==> src/rtl/mips_pkg.sv <==
// Shared types and constants for the MIPS pipeline control logic.
// Hazard-controller states and the load-use register compare live here.
package mips_pkg;

  localparam int REG_W = 5;
  localparam logic [REG_W-1:0] REG_ZERO = 5'd0;

  typedef enum logic [1:0] {
    RUN      = 2'd0,
    MEM_WAIT = 2'd1,
    ERROR    = 2'd2
  } hz_state_t;

  // A load into $zero never produces a value, so it can never cause a stall.
  function automatic logic load_use_hit(
    input logic             memread,
    input logic [REG_W-1:0] ex_rt,
    input logic [REG_W-1:0] id_rs,
    input logic [REG_W-1:0] id_rt
  );
    return memread && (ex_rt != REG_ZERO) && ((ex_rt == id_rs) || (ex_rt == id_rt));
  endfunction

endpackage

==> src/rtl/sat_counter.sv <==
// Saturating up-counter with synchronous active-low reset and synchronous clear.
// Holds at all-ones instead of wrapping.
module sat_counter #(
  parameter int WIDTH = 16
) (
  input  logic             clk,
  input  logic             reset,
  input  logic             inc,
  input  logic             clr,
  output logic [WIDTH-1:0] q
);

  logic [WIDTH-1:0] r_q;

  always_ff @(posedge clk) begin
    if (!reset || clr) begin
      r_q <= '0;
    end else if (inc && (r_q != {WIDTH{1'b1}})) begin
      r_q <= r_q + WIDTH'(1);
    end
  end

  assign q = r_q;

endmodule

==> src/rtl/pipeline_hazard_ctrl.sv <==
// Stall/flush controller for the five-stage pipeline: load-use, taken-branch
// and memory-handshake hazards, with a stall-cycle counter and timeout flag.
module pipeline_hazard_ctrl
  import mips_pkg::*;
#(
  parameter int MEM_TIMEOUT = 255,
  parameter int CNT_W       = 16
) (
  input  logic             clk,
  input  logic             reset,
  input  logic             idex_memread,
  input  logic [REG_W-1:0] idex_rt,
  input  logic [REG_W-1:0] ifid_rs,
  input  logic [REG_W-1:0] ifid_rt,
  input  logic             branch_taken,
  input  logic             exmem_memaccess,
  input  logic             mem_ready,
  output logic             pc_enable,
  output logic             ifid_enable,
  output logic             ifid_flush,
  output logic             idex_enable,
  output logic             idex_flush,
  output logic             exmem_enable,
  output logic             memwb_enable,
  output logic             mem_timeout,
  output logic [CNT_W-1:0] stall_count
);

  localparam logic [15:0] WCNT_LAST = 16'(MEM_TIMEOUT - 1);

  hz_state_t   r_state;
  hz_state_t   w_state_next;
  logic [15:0] r_wcnt;
  logic [15:0] w_wcnt_next;
  logic        r_mem_timeout;
  logic        w_mem_busy;
  logic        w_load_use;

  assign w_mem_busy = exmem_memaccess && !mem_ready;
  assign w_load_use = load_use_hit(idex_memread, idex_rt, ifid_rs, ifid_rt);

  always_comb begin
    w_state_next = r_state;
    w_wcnt_next  = r_wcnt;
    pc_enable    = 1'b0;
    ifid_enable  = 1'b0;
    ifid_flush   = 1'b0;
    idex_enable  = 1'b0;
    idex_flush   = 1'b0;
    exmem_enable = 1'b0;
    memwb_enable = 1'b0;

    if (reset) begin
      case (r_state)
        RUN: begin
          if (w_mem_busy) begin
            w_state_next = MEM_WAIT;
            w_wcnt_next  = '0;
          end
        end
        MEM_WAIT: begin
          if (!w_mem_busy) begin
            w_state_next = RUN;
          end else if (r_wcnt >= WCNT_LAST) begin
            w_state_next = ERROR;
          end else begin
            w_wcnt_next = r_wcnt + 16'd1;
          end
        end
        ERROR:   w_state_next = ERROR;
        default: w_state_next = RUN;
      endcase

      // A frozen pipeline holds branch_taken, so it re-presents once memory answers.
      if ((r_state != ERROR) && !w_mem_busy) begin
        pc_enable    = 1'b1;
        ifid_enable  = 1'b1;
        idex_enable  = 1'b1;
        exmem_enable = 1'b1;
        memwb_enable = 1'b1;
        if (branch_taken) begin
          ifid_flush = 1'b1;
          idex_flush = 1'b1;
        end else if (w_load_use) begin
          pc_enable   = 1'b0;
          ifid_enable = 1'b0;
          idex_flush  = 1'b1;
        end
      end
    end
  end

  always_ff @(posedge clk) begin
    if (!reset) begin
      r_state       <= RUN;
      r_wcnt        <= '0;
      r_mem_timeout <= 1'b0;
    end else begin
      r_state <= w_state_next;
      r_wcnt  <= w_wcnt_next;
      if (w_state_next == ERROR) begin
        r_mem_timeout <= 1'b1;
      end
    end
  end

  assign mem_timeout = r_mem_timeout;

  sat_counter #(
    .WIDTH(CNT_W)
  ) u_stall_cnt (
    .clk  (clk),
    .reset(reset),
    .inc  (!pc_enable),
    .clr  (1'b0),
    .q    (stall_count)
  );

endmodule

==> config.mk <==
export PLATFORM = sky130hd
export DESIGN_NAME = pipeline_hazard_ctrl
export DESIGN_NICKNAME = d
export VERILOG_FILES = /design/src/rtl/mips_pkg.sv /design/src/rtl/sat_counter.sv /design/src/rtl/pipeline_hazard_ctrl.sv
export SDC_FILE = /design/constraint.sdc
export NUM_CORES = 1
export LEC_CHECK = 0
export CAP_MARGIN = 0
export CORE_UTILIZATION = 30
export DETAILED_ROUTE_END_ITERATION = 10
export GPL_ROUTABILITY_DRIVEN = 0
export HOLD_SLACK_MARGIN = 0.15
export PLACE_DENSITY = 0.64
export SLEW_MARGIN = 30
export SYNTH_ARGS = -nofsm -noshare
export SYNTH_HDL_FRONTEND = slang
export SYNTH_SLANG_ARGS = --single-unit
export TNS_END_PERCENT = 30
==> constraint.sdc <==
create_clock -name clk -period 2.7 [get_ports clk]
set_input_delay 0.54 -clock clk [delete_from_list [all_inputs] [get_ports clk]]
set_output_delay 0.54 -clock clk [all_outputs]
set_load 0.02 [all_outputs]
After elaboration in Yosys (flattened, before gate mapping):

Cells that the tools add are included.

* $add $sub $neg: 2
* $lt $le $gt $ge: 1
* equality and inequality tests: 10
* mux-type cells: 22
* reductions and logical operators: 13

Operators with widths (number)
* 2-to-1 mux 16 bit: 3
* adder 16 x 1 -> 16 bit, second input constant: 2
* case mux 16 bit (2 select lines): 1
* >= comparator 16 x 8 -> 1 bit, second input constant: 1
* inequality test 16 bit, second input constant: 1
* 2-to-1 mux 1 bit: 13
* == test 5 bit: 2
* 2-to-1 mux 2 bit: 4
* inequality test 2 bit, second input constant: 4
* case mux 2 bit (3 select lines): 1
* logical AND 1 bit: 5
* nonzero test 5 bit: 1
* == test 2 bit, second input constant: 2
* AND reduction 4 bit: 1
* logical NOT 1 bit: 3
* == test 2 x 1 -> 1 bit, second input constant: 1
* logical NOT 2 bit: 1
* nonzero test 2 bit: 1
* logical OR 1 bit: 1

* flip-flop bits (word level): 35
* output and inout bits: 24
* word-level logic and storage cells: 52

Longest topological paths before layout:

* depth in word-level cells: 9
* depth in mapped cells: 9
* gate-level depth less buffers: 7

By module:

Synthesis repeated with hierarchy kept, for this count alone.

* cell total of the unflattened synthesis: 216
* area, all modules: 1896.8 µm²

By module, submodules not included
* pipeline_hazard_ctrl: instances 1, cells an instance 122, area an instance 1034.7 µm², seq. area each 380.4 µm²
* sat_counter: instances 1, cells an instance 94, area an instance 862.1 µm², seq. area each 320.3 µm²

Worst setup path after synthesis:

OpenSTA, ideal clock, no wires.

* kind: input -> output
* from: input port idex_rt[1]
* to: output port pc_enable
* data arrival time: 1.721 ns
* slack: 0.439 ns
* cell stages on the path: 4
* buffers on the path: 1
* cells stage by stage: or4_1 -> o211ai_2 -> o21a_1 -> buf_4

* word-level cells in the longest chain between the ends: 7
* elaborated cells on any way between the ends: 10

RTL lines
* from (decl): RTL line pipeline_hazard_ctrl.sv:12 `input logic [REG_W-1:0] idex_rt,`
* == test 5 bit / nonzero test 5 bit (equally long branches): RTL line mips_pkg.sv:21 `return memread && (ex_rt != REG_ZERO) && ((ex_rt == id_rs) || (ex_rt == id_rt));`
* logical OR 1 bit / logical AND 1 bit (equally long branches): RTL line mips_pkg.sv:21
* logical AND 1 bit *: RTL line mips_pkg.sv:21
* 2-to-1 mux 1 bit * (4 in series)
* to (decl): RTL line pipeline_hazard_ctrl.sv:18 `output logic pc_enable,`

Mark *: on every way between the ends. The rest lies on a longest branch, timed or not.

Worst setup path after layout:

* from: input port mem_ready
* to: output port idex_enable

* word-level cells in the longest chain between the ends: 6

RTL lines
* from (decl): RTL line pipeline_hazard_ctrl.sv:17 `input logic mem_ready,`
* logical NOT 1 bit: RTL line pipeline_hazard_ctrl.sv:39 `assign w_mem_busy = exmem_memaccess && !mem_ready;`
* logical AND 1 bit: RTL line pipeline_hazard_ctrl.sv:39
* logical NOT 1 bit: RTL line pipeline_hazard_ctrl.sv:75 `if ((r_state != ERROR) && !w_mem_busy) begin`
* logical AND 1 bit: RTL line pipeline_hazard_ctrl.sv:75
* 2-to-1 mux 1 bit: RTL line pipeline_hazard_ctrl.sv:75
* 2-to-1 mux 1 bit: RTL line pipeline_hazard_ctrl.sv:53 `if (reset) begin`
* to (decl): RTL line pipeline_hazard_ctrl.sv:21 `output logic idex_enable,`

Every way passes these cells.

==> reports/results.txt <==
status -> finished, final reports clean
total grt overflow -> 0
maximum root-to-sink buffer count -> 2
fin worst setup slack -> 0.08128 ns
CP max FO -> 5
top_reg_cell synth -> dfxtp_1
Tot Pwr -> 1.101 mW
CTS Sinks -> 35
Num CTS Buffers -> 5
top cell type's share of synthesized area -> 39.24%
port buffer count -> 44
routed vias/inst -> 4.979
Yosys reg bits -> 35
Final Max Tran Viols -> 0
CTS Hold Buffers Added -> 0
# H-tree levels -> 2
row cnt -> 27
Lkg Pwr -> 0.8788 nW
Required @ worst endpoint -> 2.16 ns
All-Layer GR Usage -> 13.99%
post-synth top area cell -> dfxtp_1
clock root buffer -> clkbuf_8
CP dominant cell by count -> clkdlybuf4s50_1
CTS tree -> done
synth warn -> 0
critical path's largest stage delay -> 0.59 ns
DRT antenna net count -> 0
most frequent cells after synthesis -> 35 x dfxtp_1, 16 x a21oi_1, 13 x nor2_1
actual slew at the worst max-slew pin -> 0.5406 ns
vias in the first global route -> 1,587
Max-cap violations -> 0
Remaining DRCs -> 0
ratio of cells with drive above 1 in the final layout -> 14.56%
RSZ-0062 raised after global routing -> false
via count -> 1,658
dpl hpwl -> 2928 um
top post-synthesis cells by area -> dfxtp_1 39%, xor2_1 5.4%, a21oi_1 4.5%
WL/cell -> 12.10 um
most frequent cell after synthesis -> dfxtp_1
Antenna diodes -> 0
Finished Cell Area -> 2455 um^2
# nets final -> 284
Crit-path slowest cell -> clkdlybuf4s50_1
io pins -> 45
Crit. End Element -> output pin
pre-CTS WS -> -0.3405 ns
cells after synthesis -> 206
FFs w/ async S/R, synth -> 0%
DR pass1 iterations -> 5
Post-Route WL -> 4030 um
clock-pin slew of the registers on the worst-case setup and hold paths -> 0.06 ns
Power Dens Cells -> 448.6 nW/um^2
synthesized area -> 1785 um^2
Worst Setup Path Type -> primary input to output pin
setup bufs post-CTS -> 0
period utilization -> 96.99%
Period minus WS final -> 2.619 ns
Final Setup Violations -> 0
post-synthesis cell type count -> 46
die height -> 79.15 um
max frequency -> 381.9 MHz
worst path cell trace -> clkdlybuf4s50_1 > nand2b_1 > and3_2 > buf_4 > clkdlybuf4s50_1
DIE WIDTH -> 79.15 um
CP Launch Type -> primary input
Min-Delay Path Class -> flip-flop to flip-flop
Die ar. -> 6264 um^2
Worst-Skew Late Latency -> 0.29 ns
initial antenna violation count -> 0
setup TNS -> 0 ns
Critical Path AT -> 2.08 ns
register area share after synthesis -> 39.24%
Synth-to-Final Area Change -> 37.49%
skew final -> 0.009456 ns
first-pass GRT wire length -> 6893 um
Fin. Hold Viols -> 0
Post-synth EDFFs -> 0
slew margin rel. -> 63.03%
peak supply drop -> 227.4 uV
Avg Inst Size Synth -> 8.667 um^2
placed cell area -> 2350 um^2
DRT iter0 DRCs -> 64
Starting Density -> 31.84%
core area -> 5608 um^2
pin count of the biggest net entering global routing -> 29
Synth Net Count -> 230
==> kinds of logic (layout without fill, tap and decap cells) <==
logic type	after synthesis	count (layout)	share of synthesized area, %
flip-flops	35	35	39.24
AND/OR/NAND/NOR	85	85	27.33
multiplexers	1	1	0.5606
buffers and inverters	17	72	5.256
adder cells (fa/ha/maj)	3	3	2.103
AO/OA/AOI/OAI	50	50	18.15
XOR/XNOR	15	15	7.358
==> final cells by class <==
class	instances	area, um^2
fillers	581	3153
multi-input cells	154	1011
flip-flops and latches	35	700.7
repair buffers	58	530.5
clock buffers	8	100.1
well taps	72	90.09
inverters	6	22.52
==> what timing repair did <==
action                     CTS  global route
hold endpoints to repair     0             0
pin swaps                    1             1
setup endpoints to repair    3             7
gates resized for setup     12             7
==> stage by stage <==
step	cells	hold slack, ns	util (%)
2_1_floorplan	206	0.4302	-
3_3_place_gp	325	0.4435	41.90
3_5_place_dp	325	0.4456	41.90
4_1_cts	333	0.4631	44.00
5_1_grt	333	0.4749	43.78
6_report	333	0.4618	43.78
==> routing by layer <==
metal,global-route usage (%),vias up,part of all wire (%)
met5,0,-,0
met4,6.545,0,1.8
met3,3.793,8,5.8
met2,23.10,39,46
met1,16.75,753,46
li1,-,858,-
==> sequential cells by signal, indices dropped and copies added, names as in the netlist <==
signal	flops
r_wcnt	16
r_state	2
u_stall_cnt.q	16
mem_timeout	1
==> where the power goes <==
group	internal, mW	switching (mW)	total [mW]
registers	0.522	0.00890	0.531
clock network	0.233	0.186	0.418
logic	0.0788	0.0732	0.152
total	0.833	0.268	1.10
==> worst paths after layout <==
path	from	to	slack (ns)	cells after the start
worst max-delay path	mem_ready	idex_enable	0.08	5
worst min-delay path	r_wcnt[12]	r_wcnt[12]	0.46	1
worst max register to register	r_state[0]	u_stall_cnt.q[15]	0.53	7
worst min register to register	r_wcnt[12]	r_wcnt[12]	0.46	1
==> worst max-delay path, delay by kind of cell <==
family | cells | cell delay, ns
simple gates | 2 | 0.37
buf+inv | 3 | 1.16
==> cell usage in the layout, fill, tap and decap left out, types with 4 or more instances in the layout <==
master / count
clkbuf_8: 7
dfxtp_1: 35
and2_1: 12
nor4_1: 4
or4_1: 4
or3_1: 10
a21oi_1: 16
nand3_1: 12
clkdlybuf4s50_1: 41
nor2_1: 13
buf_4: 14
nand2_1: 10
xnor2_1: 4
xor2_1: 11
o21ai_1: 12
inv_1: 6
(Power assumes the default switching activity.)
